$ cat src/rtl/input_bank_buffer_pkg.sv
// ---------------------------------------------------------------------------
// input_bank_buffer_pkg
// Shared definitions for the input bank buffer:
//   state_t     - stream controller state encoding (IDLE, STREAM, DONE)
//   FIFO_DEPTH  - number of beats the output skid FIFO can hold
//   lane_lsb()  - bit offset of a bank's lane inside the packed output beat
// ---------------------------------------------------------------------------
package input_bank_buffer_pkg;

  typedef enum logic [1:0] {
    ST_IDLE   = 2'd0,
    ST_STREAM = 2'd1,
    ST_DONE   = 2'd2
  } state_t;

  localparam int FIFO_DEPTH = 2;

  // Bank 0 occupies the least significant lane of the output beat.
  function automatic int lane_lsb(input int bank, input int width);
    return bank * width;
  endfunction

endpackage

$ cat src/rtl/input_bank_buffer_ram.sv
// ---------------------------------------------------------------------------
// input_bank_ram
// One storage bank: a simple dual-port memory with a synchronous write port
// and a synchronous read port (one cycle of read latency).
// Ports:
//   clk      - clock, rising edge
//   i_we     - write enable
//   i_waddr  - write word address
//   i_wdata  - write data
//   i_re     - read enable; the read register only updates when set
//   i_raddr  - read word address
//   o_rdata  - registered read data, valid the cycle after i_re
// Contents are intentionally not reset.
// ---------------------------------------------------------------------------
module input_bank_ram #(
  parameter int ADDR_WIDTH = 5,
  parameter int DATA_WIDTH = 32
) (
  input  logic                  clk,
  input  logic                  i_we,
  input  logic [ADDR_WIDTH-1:0] i_waddr,
  input  logic [DATA_WIDTH-1:0] i_wdata,
  input  logic                  i_re,
  input  logic [ADDR_WIDTH-1:0] i_raddr,
  output logic [DATA_WIDTH-1:0] o_rdata
);

  logic [DATA_WIDTH-1:0] r_mem [2**ADDR_WIDTH];
  logic [DATA_WIDTH-1:0] r_rdata;

  // The read register holds its value when no read is issued, which keeps
  // the downstream head data stable while the consumer stalls.
  always_ff @(posedge clk) begin
    if (i_we) begin
      r_mem[i_waddr] <= i_wdata;
    end
    if (i_re) begin
      r_rdata <= r_mem[i_raddr];
    end
  end

  assign o_rdata = r_rdata;

endmodule

$ cat src/rtl/input_bank_buffer.sv
// ---------------------------------------------------------------------------
// input_bank_buffer
// Captures DMA loader writes into NUM_BANKS banks, then streams word i of
// every bank side by side to the systolic-array west feeder over valid/ready.
// Ports:
//   clk        - clock, rising edge
//   rst        - asynchronous active-low reset
//   wr_valid   - loader write strobe
//   wr_addr    - {bank, word} write address
//   wr_data    - write data
//   rd_start   - begin a stream (honoured only while idle)
//   rd_len     - words per bank to stream, 0..2^ADDR_WIDTH
//   out_valid  - output beat valid
//   out_ready  - consumer accepts the beat
//   out_data   - packed beat, bank 0 in the LSBs
//   out_last   - marks the final beat
//   busy       - controller is not idle
//   done       - single-cycle pulse when a stream completes
//   err_wr     - sticky flag: a write was dropped
// ---------------------------------------------------------------------------
module input_bank_buffer
  import input_bank_buffer_pkg::*;
#(
  parameter int ADDR_WIDTH     = 5,
  parameter int BRAM_INDEX     = 1,
  parameter int NUM_BANKS      = 2,
  parameter int DMA_DATA_WIDTH = 32
) (
  input  logic                               clk,
  input  logic                               rst,
  input  logic                               wr_valid,
  input  logic [BRAM_INDEX+ADDR_WIDTH-1:0]   wr_addr,
  input  logic [DMA_DATA_WIDTH-1:0]          wr_data,
  input  logic                               rd_start,
  input  logic [ADDR_WIDTH:0]                rd_len,
  output logic                               out_valid,
  input  logic                               out_ready,
  output logic [NUM_BANKS*DMA_DATA_WIDTH-1:0] out_data,
  output logic                               out_last,
  output logic                               busy,
  output logic                               done,
  output logic                               err_wr
);

  localparam int OW = NUM_BANKS * DMA_DATA_WIDTH;
  localparam logic [ADDR_WIDTH:0]   LEN_ONE = (ADDR_WIDTH+1)'(1);
  localparam logic [ADDR_WIDTH-1:0] PTR_ONE = ADDR_WIDTH'(1);

  state_t                  r_state;
  state_t                  w_nextState;
  logic [ADDR_WIDTH-1:0]   r_rdPtr;
  logic [ADDR_WIDTH:0]     r_len;
  logic [ADDR_WIDTH:0]     r_issued;
  logic                    r_inflight;
  logic                    r_inflightLast;
  logic [1:0]              r_fifoCount;
  logic [1:0]              w_fifoCountNext;
  logic [OW-1:0]           r_fifoData [FIFO_DEPTH];
  logic                    r_fifoLast [FIFO_DEPTH];
  logic                    r_errWr;

  logic [BRAM_INDEX-1:0]   w_bank;
  logic [ADDR_WIDTH-1:0]   w_word;
  logic                    w_bankOk;
  logic                    w_wrAccept;
  logic                    w_wrDrop;
  logic [2:0]              w_occupancy;
  logic                    w_issue;
  logic [OW-1:0]           w_ramData;
  logic                    w_fifoEmpty;
  logic                    w_outValid;
  logic [OW-1:0]           w_headData;
  logic                    w_headLast;
  logic                    w_pop;
  logic                    w_popFifo;
  logic                    w_push;
  logic                    w_pushIdx;
  logic                    w_start;
  logic                    w_done;

  // Write path: writes land only while idle and only into existing banks.
  assign w_bank     = wr_addr[BRAM_INDEX+ADDR_WIDTH-1 -: BRAM_INDEX];
  assign w_word     = wr_addr[ADDR_WIDTH-1:0];
  assign w_bankOk   = ({1'b0, w_bank} < (BRAM_INDEX+1)'(NUM_BANKS));
  assign w_wrAccept = wr_valid && (r_state == ST_IDLE) && w_bankOk;
  assign w_wrDrop   = wr_valid && !((r_state == ST_IDLE) && w_bankOk);

  // A read is only issued when the FIFO is guaranteed room for its return,
  // counting the read already in flight.
  assign w_occupancy = {1'b0, r_fifoCount} + {2'b00, r_inflight};
  assign w_issue     = (r_state == ST_STREAM) && (r_issued < r_len) &&
                       (w_occupancy < 3'(FIFO_DEPTH));

  genvar b;
  generate
    for (b = 0; b < NUM_BANKS; b++) begin : g_bank
      localparam logic [BRAM_INDEX-1:0] BANK_ID = BRAM_INDEX'(b);
      logic w_we;
      assign w_we = w_wrAccept && (w_bank == BANK_ID);
      input_bank_ram #(
        .ADDR_WIDTH (ADDR_WIDTH),
        .DATA_WIDTH (DMA_DATA_WIDTH)
      ) u_ram (
        .clk     (clk),
        .i_we    (w_we),
        .i_waddr (w_word),
        .i_wdata (wr_data),
        .i_re    (w_issue),
        .i_raddr (r_rdPtr),
        .o_rdata (w_ramData[lane_lsb(b, DMA_DATA_WIDTH) +: DMA_DATA_WIDTH])
      );
    end
  endgenerate

  // Returning read data is presented straight to the consumer when the FIFO
  // is empty, so word 0 appears the cycle after its read is issued. Data
  // only enters FIFO storage if it is not taken in that same cycle.
  assign w_fifoEmpty = (r_fifoCount == 2'd0);
  assign w_outValid  = !w_fifoEmpty || r_inflight;
  assign w_headData  = w_fifoEmpty ? w_ramData : r_fifoData[0];
  assign w_headLast  = w_fifoEmpty ? r_inflightLast : r_fifoLast[0];
  assign w_pop       = w_outValid && out_ready;
  assign w_popFifo   = w_pop && !w_fifoEmpty;
  assign w_push      = r_inflight && !(w_fifoEmpty && w_pop);
  // Entry 0 is always the head; a push lands in the first free slot after
  // any same-cycle shift caused by a pop.
  assign w_pushIdx   = w_popFifo ? (r_fifoCount == 2'd2) : (r_fifoCount == 2'd1);

  assign w_start = (r_state == ST_IDLE) && rd_start;

  always_comb begin
    w_fifoCountNext = r_fifoCount;
    case ({w_push, w_popFifo})
      2'b10:   w_fifoCountNext = r_fifoCount + 2'd1;
      2'b01:   w_fifoCountNext = r_fifoCount - 2'd1;
      default: w_fifoCountNext = r_fifoCount;
    endcase
  end

  // Next-state and status outputs.
  always_comb begin
    w_nextState = r_state;
    w_done      = 1'b0;
    case (r_state)
      ST_IDLE: begin
        if (rd_start) begin
          w_nextState = (rd_len == '0) ? ST_DONE : ST_STREAM;
        end
      end
      ST_STREAM: begin
        if (w_pop && w_headLast) begin
          w_nextState = ST_DONE;
        end
      end
      ST_DONE: begin
        w_done      = 1'b1;
        w_nextState = ST_IDLE;
      end
      default: w_nextState = ST_IDLE;
    endcase
  end

  // Controller state, issue bookkeeping, FIFO occupancy and error flag.
  always_ff @(posedge clk or negedge rst) begin
    if (!rst) begin
      r_state        <= ST_IDLE;
      r_rdPtr        <= '0;
      r_len          <= '0;
      r_issued       <= '0;
      r_inflight     <= 1'b0;
      r_inflightLast <= 1'b0;
      r_fifoCount    <= 2'd0;
      r_errWr        <= 1'b0;
    end else begin
      r_state     <= w_nextState;
      r_fifoCount <= w_fifoCountNext;
      r_inflight  <= w_issue;
      if (w_start && (rd_len != '0)) begin
        r_len    <= rd_len;
        r_rdPtr  <= '0;
        r_issued <= '0;
      end else if (w_issue) begin
        r_rdPtr        <= r_rdPtr + PTR_ONE;
        r_issued       <= r_issued + LEN_ONE;
        r_inflightLast <= (r_issued == (r_len - LEN_ONE));
      end
      if (w_wrDrop) begin
        r_errWr <= 1'b1;
      end
    end
  end

  // FIFO payload needs no reset: occupancy alone decides what is valid.
  always_ff @(posedge clk) begin
    if (w_popFifo) begin
      r_fifoData[0] <= r_fifoData[1];
      r_fifoLast[0] <= r_fifoLast[1];
    end
    if (w_push) begin
      r_fifoData[w_pushIdx] <= w_ramData;
      r_fifoLast[w_pushIdx] <= r_inflightLast;
    end
  end

  assign out_valid = w_outValid;
  assign out_data  = w_outValid ? w_headData : '0;
  assign out_last  = w_outValid && w_headLast;
  assign busy      = (r_state != ST_IDLE);
  assign done      = w_done;
  assign err_wr    = r_errWr;

endmodule

$ cat config.mk
export PLATFORM = sky130hd
export DESIGN_NAME = input_bank_buffer
export DESIGN_NICKNAME = d
export VERILOG_FILES = /design/src/rtl/input_bank_buffer_pkg.sv /design/src/rtl/input_bank_buffer_ram.sv /design/src/rtl/input_bank_buffer.sv
export SDC_FILE = /design/constraint.sdc
export NUM_CORES = 2
export LEC_CHECK = 0
export ABC_CLOCK_PERIOD_IN_PS = 4500
export BUFFER_PORTS_ARGS = -buffer_cell sky130_fd_sc_hd__buf_2
export CAP_MARGIN = 20
export CORE_ASPECT_RATIO = 1.25
export CORE_MARGIN = 2
export CORE_UTILIZATION = 40
export DETAILED_ROUTE_END_ITERATION = 12
export PLACE_DENSITY_LB_ADDON = 0.2
export SLEW_MARGIN = 20
export SYNTH_ARGS = -nofsm -noshare
export SYNTH_HDL_FRONTEND = slang
export SYNTH_HIERARCHICAL = 1
export SYNTH_SLANG_ARGS = --single-unit
$ cat constraint.sdc
create_clock -name clk -period 4.5 [get_ports clk]
set_clock_uncertainty 0.05 [all_clocks]
set_input_delay 1.125 -clock clk [delete_from_list [all_inputs] [get_ports clk]]
set_output_delay 1.125 -clock clk [all_outputs]
set_load 0.02 [all_outputs]
# --- Word-level counts from Yosys, hierarchy flattened ---
# Memories as Yosys holds them, arrays and structs flattened. A register that Yosys moved wholly into a read port is not among the register bits.
# Index checks and enable logic that the tools add are counted.
word_totals:
  reg_bits: 24
  ramBits: 2178
  input_bits: 49
  output_inout_bits: 69
  memories: 4
classes:
  n_addsub: 6
  order_cmp: 2
  n_eq_ne: 9
  n_mux: 22
  n_bitwise: 2
  reduce_logical: 27
memory_table:
  columns: ["name", "depth", "word_bits", "rd", "rd_clocked_by_memory_dff", "wr", "line_no", "rtl"]
  rows:
  - ["g_bank[0].u_ram.r_mem", 32, 32, 1, 1, 1, "input_bank_buffer_ram.sv:28", "logic [DATA_WIDTH-1:0] r_mem [2**ADDR_WIDTH];"]
  - ["g_bank[1].u_ram.r_mem", 32, 32, 1, 1, 1, "input_bank_buffer_ram.sv:28", null]
  - ["r_fifoData", 2, 64, 2, 0, 2, "input_bank_buffer.sv:58", "logic [OW-1:0] r_fifoData [FIFO_DEPTH];"]
  - ["r_fifoLast", 2, 1, 2, 0, 2, "input_bank_buffer.sv:59", "logic r_fifoLast [FIFO_DEPTH];"]
op_table:
  columns: ["op", "count"]
  rows:
  - ["$mux W64", 2]
  - ["$logic_and A1 B1 Y1", 14]
  - ["$mux W6", 2]
  - ["$mux W1", 11]
  - ["$mux W5", 2]
  - ["$pmux W2 S2", 2]
  - ["$add A6 B1 Y6 const B", 1]
  - ["$eq A2 B1 Y1 const B", 3]
  - ["$eq A2 B2 Y1 const B", 3]
  - ["$eq A6 B6 Y1", 1]
  - ["$logic_not A6 Y1", 1]
  - ["$lt A6 B6 Y1", 1]
  - ["$mux W2", 3]
  - ["$reduce_bool A2 Y1", 3]
  - ["$reduce_bool A6 Y1", 1]
  - ["$sub A6 B1 Y6 const B", 1]
  - ["$add A5 B1 Y5 const B", 1]
  - ["$logic_not A2 Y1", 2]
  - ["$reduce_and A2 Y1", 2]
  - ["$add A2 B1 Y3", 1]
  - ["$logic_not A1 Y1", 3]
  - ["$lt A3 B2 Y1 const B", 1]
  - ["$add A2 B1 Y2 const B", 1]
  - ["$ne A2 B1 Y1 const B", 1]
  - ["4 further kinds", 5]

# --- Depth between registers and ports, before layout ---
depth:
  word_depth: 9
  depth_mapped: 10

# --- Modules after synthesis ---
# The synthesis kept the hierarchy.
modules_own_cells:
  columns: ["module", "instances", "cells_per_inst", "area_per_inst_um2", "seq_area_each_um2"]
  rows:
  - ["input_bank_ram", 2, 2260, 40805.4, 31710.4]
  - ["input_bank_buffer", 1, 572, 6967.9, 4504.3]

# --- Worst setup path after synthesis ---
# OpenSTA, ideal clock, no wires.
synth_path:
  kind: "input to register"
  startpoint: "in out_ready"
  endpoint: "mem r_fifoData[1][0] (netlist bit), enable pin"
  setup_time_ns: 0.488
  arrival_time_ns: 4.167
  setup_slack_ns: -0.205
  path_stages: 3
  cell_sequence: "nor2b_1 mux2i_1 nor2_1"
synth_lines:
  columns: ["element", "line_no", "rtl"]
  rows:
  - ["start, declared", "input_bank_buffer.sv:37", "input logic out_ready,"]
  - ["end, declared", "input_bank_buffer.sv:58", null]

# --- Worst setup path after layout ---
layout_path:
  startpoint: "reg r_fifoCount[0]"
  endpoint: "out out_data[12]"
layout_between:
  elab_chain_len: 4
  elab_cells_between_ends: 5
  cone_classes: "2 x mux; 3 x reduce/logical"
layout_lines:
  columns: ["element", "line_no", "rtl"]
  rows:
  - ["start, declared", "input_bank_buffer.sv:56", "logic [1:0] r_fifoCount;"]
  - ["start signal, assigned", "input_bank_buffer.sv:176", "r_fifoCount <= w_fifoCountNext;"]
  - ["$logic_not A2 Y1 (*)", "input_bank_buffer.sv:118", "assign w_fifoEmpty = (r_fifoCount == 2'd0);"]
  - ["$logic_not A1 Y1", "input_bank_buffer.sv:119", "assign w_outValid = !w_fifoEmpty || r_inflight;"]
  - ["$logic_or A1 B1 Y1", "input_bank_buffer.sv:119", null]
  - ["$mux W64 (*)", "input_bank_buffer.sv:206", "assign out_data = w_outValid ? w_headData : '0;"]
  - ["end, declared", "input_bank_buffer.sv:38", "output logic [NUM_BANKS*DMA_DATA_WIDTH-1:0] out_data,"]
# Every way passes the cells marked *; elsewhere a longest branch is shown, timed or not.

==> results_dict.tcl <==
set metrics [dict create \
    cts_inserted_buffers 223 \
    fp.coreArea_sq_um 221000 \
    synth_area_per_cell_sq_um 17.4 \
    dpl_cell_area_sq_um 94100 \
    crit_path_max_fanout 33 \
    clock_sinks 2266 \
    yosysSeqAreaShare 0.767 \
    leakage_nw 33.4 \
    grt_overflow 0 \
    crit_arrival_ns 3.05 \
    drtAntennaViolNets 0 \
    cp_num_buf_inv 3 \
    wl_per_cell_um 27.7 \
    synthXorXnorAreaFrac 0.000791 \
    portBuffers 117 \
    synth_top_cell_area_share 0.760 \
    grt_pass1_wl_um 334000 \
    die_h_um 530 \
    grt_pass1_vias 46300 \
    yosysWarningCount 6 \
    vias_per_cell 5.44 \
    ys_async_sr_fraction 0.0106 \
    drc 0 \
    synth-main-ff-cell "edfxtp_1" \
    hold_class "in -> async" \
    clock_path_buffers 3 \
    antenna_found_initial 13 \
    clk-insertion-delay-late_ns 0.85 \
    muxShareOfSynthArea 0.124 \
    yosysUniqueCellTypes 41 \
    ctsResizeCount 0 \
    drt_iter0_drc 4317 \
    path_clk_slew_ns 0.06 \
    rows 193 \
    finalHoldViolCount 0 \
    final_area_sq_um 101000 \
    holdBufCountCts 0 \
    dr_total_vias 46200 \
    start_util 0.401 \
    stdcell_count 8489 \
    dieArea_sq_um 225000 \
    critPathRequiredTime_ns 3.32 \
    synth_compound_area_frac 0.0501 \
    cts_setup_buffers 0 \
    finalWeightedCongestion 0.801 \
    firstDrtPassIters 6 \
    crit_path_top_delay_cell "and2_2" \
    period_needed_ns 4.22 \
    synth_top_area_cell "edfxtp_1" \
    die_w_um 425 \
    cts_tree "done" \
    post-synth-top-count-cell "edfxtp_1" \
    synthCells 5092 \
    timing.fmax_ghz 0.237 \
    grt_setup_unrepaired "false" \
    power_density_nw_per_um2 574 \
    synthToLayoutAreaGrowth_pct 14.0 \
    grt_max_degree 106 \
    syn-num-nets 5154 \
    slew-limit-headroom 0.285 \
    crit_chain "inv_1 > ha_2 > and2_2 > buf_4 > nand2_1 > o21ai_0 > buf_2" \
    critPathTopFamily "buffers and inverters" \
    critPathKind "reg -> out" \
    synthTopCellsByArea "edfxtp_1 (76%), mux2i_1 (12%), a22oi_1 (1.6%), a22o_1 (1.3%), nand2_1 (1.2%)" \
    num_io_pins 118 \
    end_kind "primary output" \
    track_usage 0.206 \
    hpwl_um 139000 \
    finalSetupViolCount 0 \
    status "finished clean" \
    synth_top_family_by_area "multiplexers" \
    post-route-period-util 0.939 \
    placedCellCount 8069 \
    tightest_slew_ns 1.07 \
    synth_seq_cells 2266 \
    drt_wl_total_um 235000 \
    ctsRootBufferMaster "clkbuf_16" \
    nets 5431 \
    fin_tns_setup_ns 0 \
    vdd_ir_drop_max_mv 0.423 \
    syn_area_sq_um 88600 \
    synth_simple_gate_area_share 0.0349 \
    drive_gt1_frac 0.141 \
    synthAdderAreaFrac 0.00184 \
    h-tree-depth 4 \
    slew_violations 0 \
    maxCapViolCount 0 \
    critPathLaunchType "flop" \
    synth_commonest_cells "edfxtp_1 (2242), mux2i_1 (1025), nand2_1 (283), nand3_1 (205), a21oi_1 (203)" \
    crit_path_max_incr_delay_ns 0.48 \
    synth_edf_count 2242 \
]
[per-stage QoR]
stage | worst slack (ns) | hold WS (ns) | power [mW] | utilization
floorplan | 0.693 | 0.380 | 35.1 | -
global placement | 0.551 | 0.388 | 40.9 | 0.426
detailed placement | 0.597 | 0.400 | 41.0 | 0.426
CTS | 0.0969 | 0.161 | 58.6 | 0.457
global route | 0.0654 | 0.217 | 60.0 | 0.457
finish | 0.275 | 0.221 | 57.9 | 0.457
[sequential cells by signal, indices dropped and copies added (netlist names), 2 cells and up]
signal                cells
g_bank.u_ram/r_mem     2048
r_fifoData              128
g_bank.u_ram/o_rdata     64
r_issued                  6
r_len                     6
r_rdPtr                   5
r_fifoCount               2
r_fifoLast                2
r_state                   2
[final timing paths]
path / cells after the start / start / slack, ns / end
min: 1 / rst / 0.22 / err_wr
max in group asynchronous: 1 / rst / 3.73 / r_rdPtr[0]
max: 7 / r_fifoCount[0] / 0.28 / out_data[12]
max reg2reg: 6 / r_issued[5] / 1.15 / g_bank[1].u_ram/o_rdata[31]
min reg2reg: 1 / err_wr / 0.42 / err_wr
min in group clk: 1 / err_wr / 0.42 / err_wr
[area by class of cell]
cell class / instances / area (sq um)
Clock inverter: 129 / 963
Inverter: 78 / 294
Multi-Input combinational cell: 2469 / 19300
Clock buffer: 285 / 5900
Tap cell: 2925 / 3660
Antenna cell: 6 / 15.0
Sequential cell: 2266 / 67900
Timing Repair Buffer: 331 / 2890
Fill cell: 19000 / 120000
[per-layer routing]
metal	GRT usage	vias to the layer above	part of all wire
met1	0.253	24200	0.40
li1	-	20600	-
met2	0.374	1130	0.53
met4	0.0641	0	0.030
met5	0	-	0
met3	0.0257	291	0.042
[cell families (layout without fill, tap and decap cells)]
kind of cell,Yosys count,in the layout
xor gates and xnor gates,8,8
and+or+nand+nor,684,684
AOI/OAI and AO/OA,674,674
muxes,1090,1090
other,0,6
buffers and inverters,357,823
adders and majority gates,13,13
DFF,2266,2266
[where the power goes]
part	total [mW]	internal, mW	switching, mW
Clock	17.6	9.85	7.79
Sequential	25.4	24.6	0.785
Combinational	14.9	5.35	9.54
Total	57.9	39.8	18.1
[cells in the final DEF, fill, tap and decap left out, types with 107 or more instances in the layout]
cell | netlist | routed
mux2i_1 | 1025 | 1025
a22o_1 | 129 | 129
buf_2 | 58 | 107
buf_4 | 66 | 170
edfxtp_1 | 2242 | 2242
a21oi_1 | 203 | 203
nand2_1 | 283 | 283
a22oi_1 | 192 | 192
clkbuf_16 | 0 | 227
nand3_1 | 205 | 205
No activity file was read; power rests on OpenSTA's default activity.
